File: config.mk
export PLATFORM = sky130hd
export DESIGN_NAME = ahb_ram_ctrl_1024x64
export DESIGN_NICKNAME = d
export VERILOG_FILES = /design/src/rtl/ahb_ram_ctrl_1024x64.sv
export SDC_FILE = /design/constraint.sdc
export NUM_CORES = 1
export LEC_CHECK = 0
export ABC_AREA = 1
export CAP_MARGIN = 5
export CORE_AREA = 10 10 108 110
export CTS_CLUSTER_DIAMETER = 150
export CTS_CLUSTER_SIZE = 40
export DETAILED_ROUTE_END_ITERATION = 6
export DIE_AREA = 0 0 118 120
export GPL_TIMING_DRIVEN = 0
export PLACE_DENSITY = 0.83
export SLEW_MARGIN = 10
export SYNTH_ARGS = -nofsm -noshare
export SYNTH_HDL_FRONTEND = slang
export SYNTH_SLANG_ARGS = --single-unit
File: constraint.sdc
create_clock -name CLK -period 3.2 [get_ports CLK]
set_clock_uncertainty 0.1 [all_clocks]
set_input_delay 0.8 -clock CLK [delete_from_list [all_inputs] [get_ports CLK]]
set_output_delay 0.8 -clock CLK [all_outputs]
set_load 0.01 [all_outputs]
File: src/rtl/ahb_ram_ctrl_1024x64.sv
// AHB-Lite slave driving a 1024x64 synchronous SRAM port, with a one-cycle stall when a read follows a write.
// Optional misalignment/size error response is enabled by defining AHB_RAM_ERR_EN.
module ahb_ram_ctrl_1024x64 #(
  parameter int AW = 13,
  parameter int DW = 64
) (
  input  logic          CLK,
  input  logic          RST,
  input  logic          HSEL,
  input  logic [AW-1:0] HADDR,
  input  logic [1:0]    HTRANS,
  input  logic          HWRITE,
  input  logic [2:0]    HSIZE,
  input  logic          HREADY,
  input  logic [DW-1:0] HWDATA,
  output logic [DW-1:0] HRDATA,
  output logic          HREADYOUT,
  output logic          HRESP,
  output logic          RAM_EN,
  output logic [7:0]    RAM_WE,
  output logic [AW-4:0] RAM_A,
  output logic [DW-1:0] RAM_DI,
  input  logic [DW-1:0] RAM_DO
);

  typedef enum logic [2:0] {
    S_IDLE   = 3'd0,
    S_WDATA  = 3'd1,
    S_RDATA  = 3'd2,
    S_RSTALL = 3'd3,
    S_ERR1   = 3'd4,
    S_ERR2   = 3'd5
  } state_t;

  state_t        r_state;
  logic [AW-4:0] r_addr;
  logic [7:0]    r_mask;
  logic          r_hreadyout;
  logic          r_hresp;

  logic          w_accept;
  logic          w_err;
  logic [7:0]    w_mask;
  logic          w_unused;

  function automatic logic [7:0] lane_mask(input logic [2:0] size, input logic [2:0] off);
    logic [7:0] base;
    case (size)
      3'd0:    base = 8'h01;
      3'd1:    base = 8'h03;
      3'd2:    base = 8'h0F;
      default: base = 8'hFF;
    endcase
    return base << off;
  endfunction

`ifdef AHB_RAM_ERR_EN
  function automatic logic xfer_err(input logic [2:0] size, input logic [2:0] off);
    logic bad;
    case (size)
      3'd0:    bad = 1'b0;
      3'd1:    bad = off[0];
      3'd2:    bad = |off[1:0];
      3'd3:    bad = |off[2:0];
      default: bad = 1'b1;
    endcase
    return bad;
  endfunction

  assign w_err = xfer_err(HSIZE, HADDR[2:0]);
`else
  assign w_err = 1'b0;
`endif

  assign w_accept  = HSEL & HTRANS[1] & HREADY;
  assign w_mask    = lane_mask(HSIZE, HADDR[2:0]);
  assign w_unused  = HTRANS[0];

  assign HRDATA    = RAM_DO;
  assign RAM_DI    = HWDATA;
  assign HREADYOUT = r_hreadyout;
  assign HRESP     = r_hresp;

  // RAM port: the captured address owns the port during WDATA/RSTALL, otherwise reads issue straight from the bus
  always_comb begin
    RAM_EN = 1'b0;
    RAM_WE = 8'h00;
    RAM_A  = HADDR[AW-1:3];
    case (r_state)
      S_WDATA: begin
        RAM_EN = 1'b1;
        RAM_WE = r_mask;
        RAM_A  = r_addr;
      end
      S_RSTALL: begin
        RAM_EN = 1'b1;
        RAM_A  = r_addr;
      end
      default: begin
        RAM_EN = w_accept & ~HWRITE & ~w_err;
      end
    endcase
    if (RST) begin
      RAM_EN = 1'b0;
      RAM_WE = 8'h00;
    end else begin
      RAM_EN = RAM_EN;
    end
  end

  // Transfer sequencing with registered bus handshake
  always_ff @(posedge CLK or posedge RST) begin
    if (RST) begin
      r_state     <= S_IDLE;
      r_addr      <= '0;
      r_mask      <= 8'h00;
      r_hreadyout <= 1'b1;
      r_hresp     <= 1'b0;
    end else begin
      case (r_state)
        S_RSTALL: begin
          r_state     <= S_RDATA;
          r_hreadyout <= 1'b1;
          r_hresp     <= 1'b0;
        end
        S_ERR1: begin
          r_state     <= S_ERR2;
          r_hreadyout <= 1'b1;
          r_hresp     <= 1'b1;
        end
        default: begin
          if (w_accept && w_err) begin
            r_state     <= S_ERR1;
            r_hreadyout <= 1'b0;
            r_hresp     <= 1'b1;
          end else if (w_accept && HWRITE) begin
            r_state     <= S_WDATA;
            r_addr      <= HADDR[AW-1:3];
            r_mask      <= w_mask;
            r_hreadyout <= 1'b1;
            r_hresp     <= 1'b0;
          end else if (w_accept && (r_state == S_WDATA)) begin
            // Port is busy committing the write; replay the read next cycle
            r_state     <= S_RSTALL;
            r_addr      <= HADDR[AW-1:3];
            r_hreadyout <= 1'b0;
            r_hresp     <= 1'b0;
          end else if (w_accept) begin
            r_state     <= S_RDATA;
            r_hreadyout <= 1'b1;
            r_hresp     <= 1'b0;
          end else begin
            r_state     <= S_IDLE;
            r_hreadyout <= 1'b1;
            r_hresp     <= 1'b0;
          end
        end
      endcase
    end
  end

endmodule

# == Word-level counts from Yosys, hierarchy flattened ==
# Index checks and enable logic that the tools add are counted.
# classes
muxes,16
reduce_logical,8
shifts,1
n_bitwise,5
eq_ne,5
# ops
op,count
$mux W10,3
$pmux W8 S3,1
$mux W8,2
$shl A8 B3 Y8,1
$eq A3 B1 Y1 const B,2
$eq A3 B2 Y1 const B,2
$mux W1,6
$mux W2,3
$pmux W3 S2,1
$reduce_and A2 Y1,2
$reduce_or A2 Y1,2
$and A1 B1 Y1,3
$eq A3 B3 Y1 const B,1
$logic_not A3 Y1,1
$logic_and A1 B1 Y1,2
$not A1 Y1,2
$reduce_bool A2 Y1,1
# totals
reg_bits,23
elab_cells,40

# == Logic depth before layout (Yosys ltp) ==
# depth
depth_word,6
ltp_mapped,8

# == Worst setup path before layout ==
# OpenSTA, ideal clock, no wires.
# synth_path
kind,input-to-output
start,input port RST
end,output port RAM_WE[0]
path_stages,3
required_time_ns,2.300
slack_ns,0.442
arrival_ns,1.858
n_path_buf,0
cell_sequence,inv_1 > nand3_1 > nor2_1
# synth_between
elab_chain_len,1
# synth_rtl
element,line,text
from (decl),8,"input logic RST,"
$mux W8,103,if (RST) begin
to (decl),20,"output logic [7:0] RAM_WE,"
# Every way passes these cells.

# == Final worst setup path ==
# layout_path
start,input port RST
end,output port RAM_WE[1]
# Same word-level chain as after synthesis.

==> flow_summary.toml <==
[pwr]
powerDensity_mw_per_mm2 = 249
p_sw_mw = 0.320
p_sw_share_pct = 30.5
power_leakage_nw = 2.07
power_frac_seq_pct = 34.0
clkPwrFrac_pct = 18.4
p_int_mw = 0.731
comb_power_share_pct = 47.5
ir_drop_v = 0.000151

[worst_setup_path]
crit_fanout = 8
reg2reg_depth = 7
regToRegEndpoint = "r_addr[0]$_DFFE_PP0P_"
worstPathRequired_ns = 2.30
cp.arrival_ns = 2.06
max_stage_delay_ns = 0.55
path_class = "in2out"
r2r_start = "r_state[2]$_DFF_PP0_"
crit_chain = "dlygate4sd2_1, clkinvlp_4, nand3_4, nor2_1, clkdlybuf4s50_1"
r2r_setup_slack_ns = 1.77
worst_path_max_delay_cell = "clkdlybuf4s50_1"
end_kind = "primary output"
crit_path_start_kind = "input port"

[cts]
clock_latency_ns = 0.27
cts.sinks = 23
cts_max_level = 1
cts_tree = "built"
numCtsBuffers = 3
clkTransAtPathRegs_ns = 0.09
clk_path_buf_depth = 2
cts-root-buf = "clkbuf_8"

[synth]
syn_inst = 321
yosysWarningCount = 0
synthesis.nets = 472
synth_top_family_by_area = "buffers and inverters"
synthMuxAreaShare_pct = 0
synth_top_area_cell = "buf_4"
synth_common_cells = "buf_4 (128), nand2_1 (84), nand3_1 (24), dfrtp_1 (22), inv_1 (20)"
syn_area_mm2 = 0.00229
synth_edf_count = 0
yosysSeqAreaShare_pct = 25.1
synth_top_area_share_pct = 41.9
synth_top_cells_by_area = "buf_4 (42%), dfrtp_1 (24%), nand2_1 (14%), nand3_1 (5.2%), inv_1 (3.3%)"
synth_compound_area_share_pct = 1.91
synth-simple-area-share_pct = 25.0
ys_ff_latch = 23
synthFlopType = "dfrtp_1"
synthDistinctLibCells = 21
ys_async_sr_fraction_pct = 100
synth_adder_area_share_pct = 0
post-synth-top-count-cell = "buf_4"
synth_xor_area_share_pct = 0
syn_area_per_cell_um2 = 7.15

[worst_hold_path]
hold_end = "r_addr[7]$_DFFE_PP0P_"
worstHoldStart = "r_addr[7]$_DFFE_PP0P_"
whs_path_depth = 2
hold_class = "reg2reg"

[floorplan]
fp.dieW_um = 118
boundaryPins = 300
rows = 36
die_y_um = 120
core-area_mm2 = 0.00955
initial_core_util_pct = 24.0
die_area_mm2 = 0.0142

[sta]
fin_crit_ns = 2.96
rsz0062_at_grt = "false"
hold_slack_ns = 0.377
slew_violations = 0
period_share_pct = 92.5
setup_viol = 0
max_slew_margin_pct = 62.7
setup_ws_ns = 0.239
finalHoldViolations = 0
tightest_slew_ns = 0.557
clock.fmax_mhz = 338

[layout]
final_util_pct = 44.1
nFillCells = 959
syn_to_final_growth_pct = 83.7
insertedDiodeCount = 0
regArea_um2 = 577
fin_nets = 647
fin_area_mm2 = 0.00422
final_layout_size_suffix_gt1_share_pct = 31.3
multiInputGateArea_um2 = 633
finalNonFillerCells = 628

[job]
maxCapViolCount = 0

[placed_design]
dp_worst_setup_slack_ns = -1.16
dpl_cell_area_mm2 = 0.00414
finalWeightedCongestion = 0.794
dp_cells = 622
hpwlAfterDp_um = 9370
port_buffers = 168

[global_route]
grt_usage_pct = 13.5
grt_pass1_vias = 2755
overflow = 0
grt_pass1_wl_um = 15700
antenna_found_initial = 0
grt_max_degree = 14

[routing]
drt_iter0_markers = 85
dr.pass1.iters = 4
drt-total-wl_um = 10600
postRouteAntennaNets = 0
viasPerCell = 3.90
drc = 0
num_vias = 2451
wl_per_cell_um = 16.8

[status]
status = "finished, final reports clean"
metrics by stage:
step	setup TNS [ns]	power, mW
finish	0	1.05
global route	0	1.12
CTS	0	1.07
detailed placement	-9.02	0.868
global placement	-8.02	0.856
floorplan	0	0.614
state kept, by name (all words and copies together), names as in the netlist:
register	count
HREADYOUT	1
r_addr	10
r_state	3
r_mask	8
HRESP	1
routing by layer:
| metal | routed length [µm] | global-route usage (%) | up-vias | part of all wire (%) |
|---|---|---|---|---|
| met5 | 0 | 0 | - | 0 |
| met3 | 961 | 5.67 | 4 | 9.1 |
| li1 | - | - | 1197 | - |
| met1 | 3840 | 13.4 | 1093 | 36 |
| met2 | 5700 | 26.4 | 157 | 54 |
| met4 | 60 | 1.62 | 0 | 0.57 |
worst max path at each step:
| stage | start | slack, ns | cells after the start | endpoint |
|---|---|---|---|---|
| 3_3_place_gp | RST | -1.02 | 5 | RAM_WE[7] |
| 3_5_place_dp | RST | -1.16 | 5 | RAM_WE[7] |
| 5_1_grt | RST | 0.15 | 5 | RAM_WE[1] |
| 4_1_cts | RST | 0.21 | 5 | RAM_WE[1] |
| 6_report | RST | 0.24 | 5 | RAM_WE[1] |
| 2_1_floorplan | RST | 0.44 | 3 | RAM_WE[0] |
kinds of logic after synthesis:
| kind of cell | Yosys count |
|---|---|
| buf+inv | 158 |
| simple gates | 132 |
| flops | 23 |
| compound gates | 8 |
cell type report:
class / count / area share, %
Timing Repair Buffer: 169 / 40.0
Buffer: 135 / 24.0
Tap cell: 133 / 3.95
Clock buffer: 3 / 0.980
Timing Repair inverter: 1 / 0.119
Clock inverter: 1 / 0.119
Sequential cell: 23 / 13.7
Multi-Input combinational cell: 140 / 15.0
Inverter: 23 / 2.14
timing repair:
item	4_1_cts	5_1_grt
gates resized for setup	8	0
endpoints found under the setup margin	9	0
setup buffers	1	0
hold buffers	0	0
placed cells by master, fill, tap and decap left out:
master and n:
clkbuf_8 3, nand4_1 1, nand2_1 84, o21ai_0 4, nand3_2 2, a21oi_1 3
clkinv_2 1, clkdlybuf4s50_1 164, inv_2 3, nand3_4 1, inv_1 19, nor2_2 1
nand2_2 1, clkbuf_2 1, buf_6 3, clkinvlp_2 1, nand2_4 1, buf_4 129
dfrtp_1 22, nor2_4 3, o21ai_2 1, nand3_1 23, dlygate4sd2_1 4, nor3_1 1
nor2_1 14, clkinvlp_4 1, clkbuf_1 1, dfstp_2 1, buf_2 2
critical path, delay by kind of cell:
family / cells / cell delay, ns
buffers and inverters: 3 / 0.97
AND/OR/NAND/NOR: 2 / 0.28
power by group through the flow:
stage | clock network, mW | logic (mW) | registers [mW]
5_1_grt | 0.217 | 0.539 | 0.364
3_5_place_dp | 0 | 0.504 | 0.364
6_report | 0.194 | 0.500 | 0.358
3_3_place_gp | 0 | 0.495 | 0.361
4_1_cts | 0.204 | 0.508 | 0.358
2_1_floorplan | 0 | 0.256 | 0.358
Note: power is estimated with default switching activity, not from simulation.
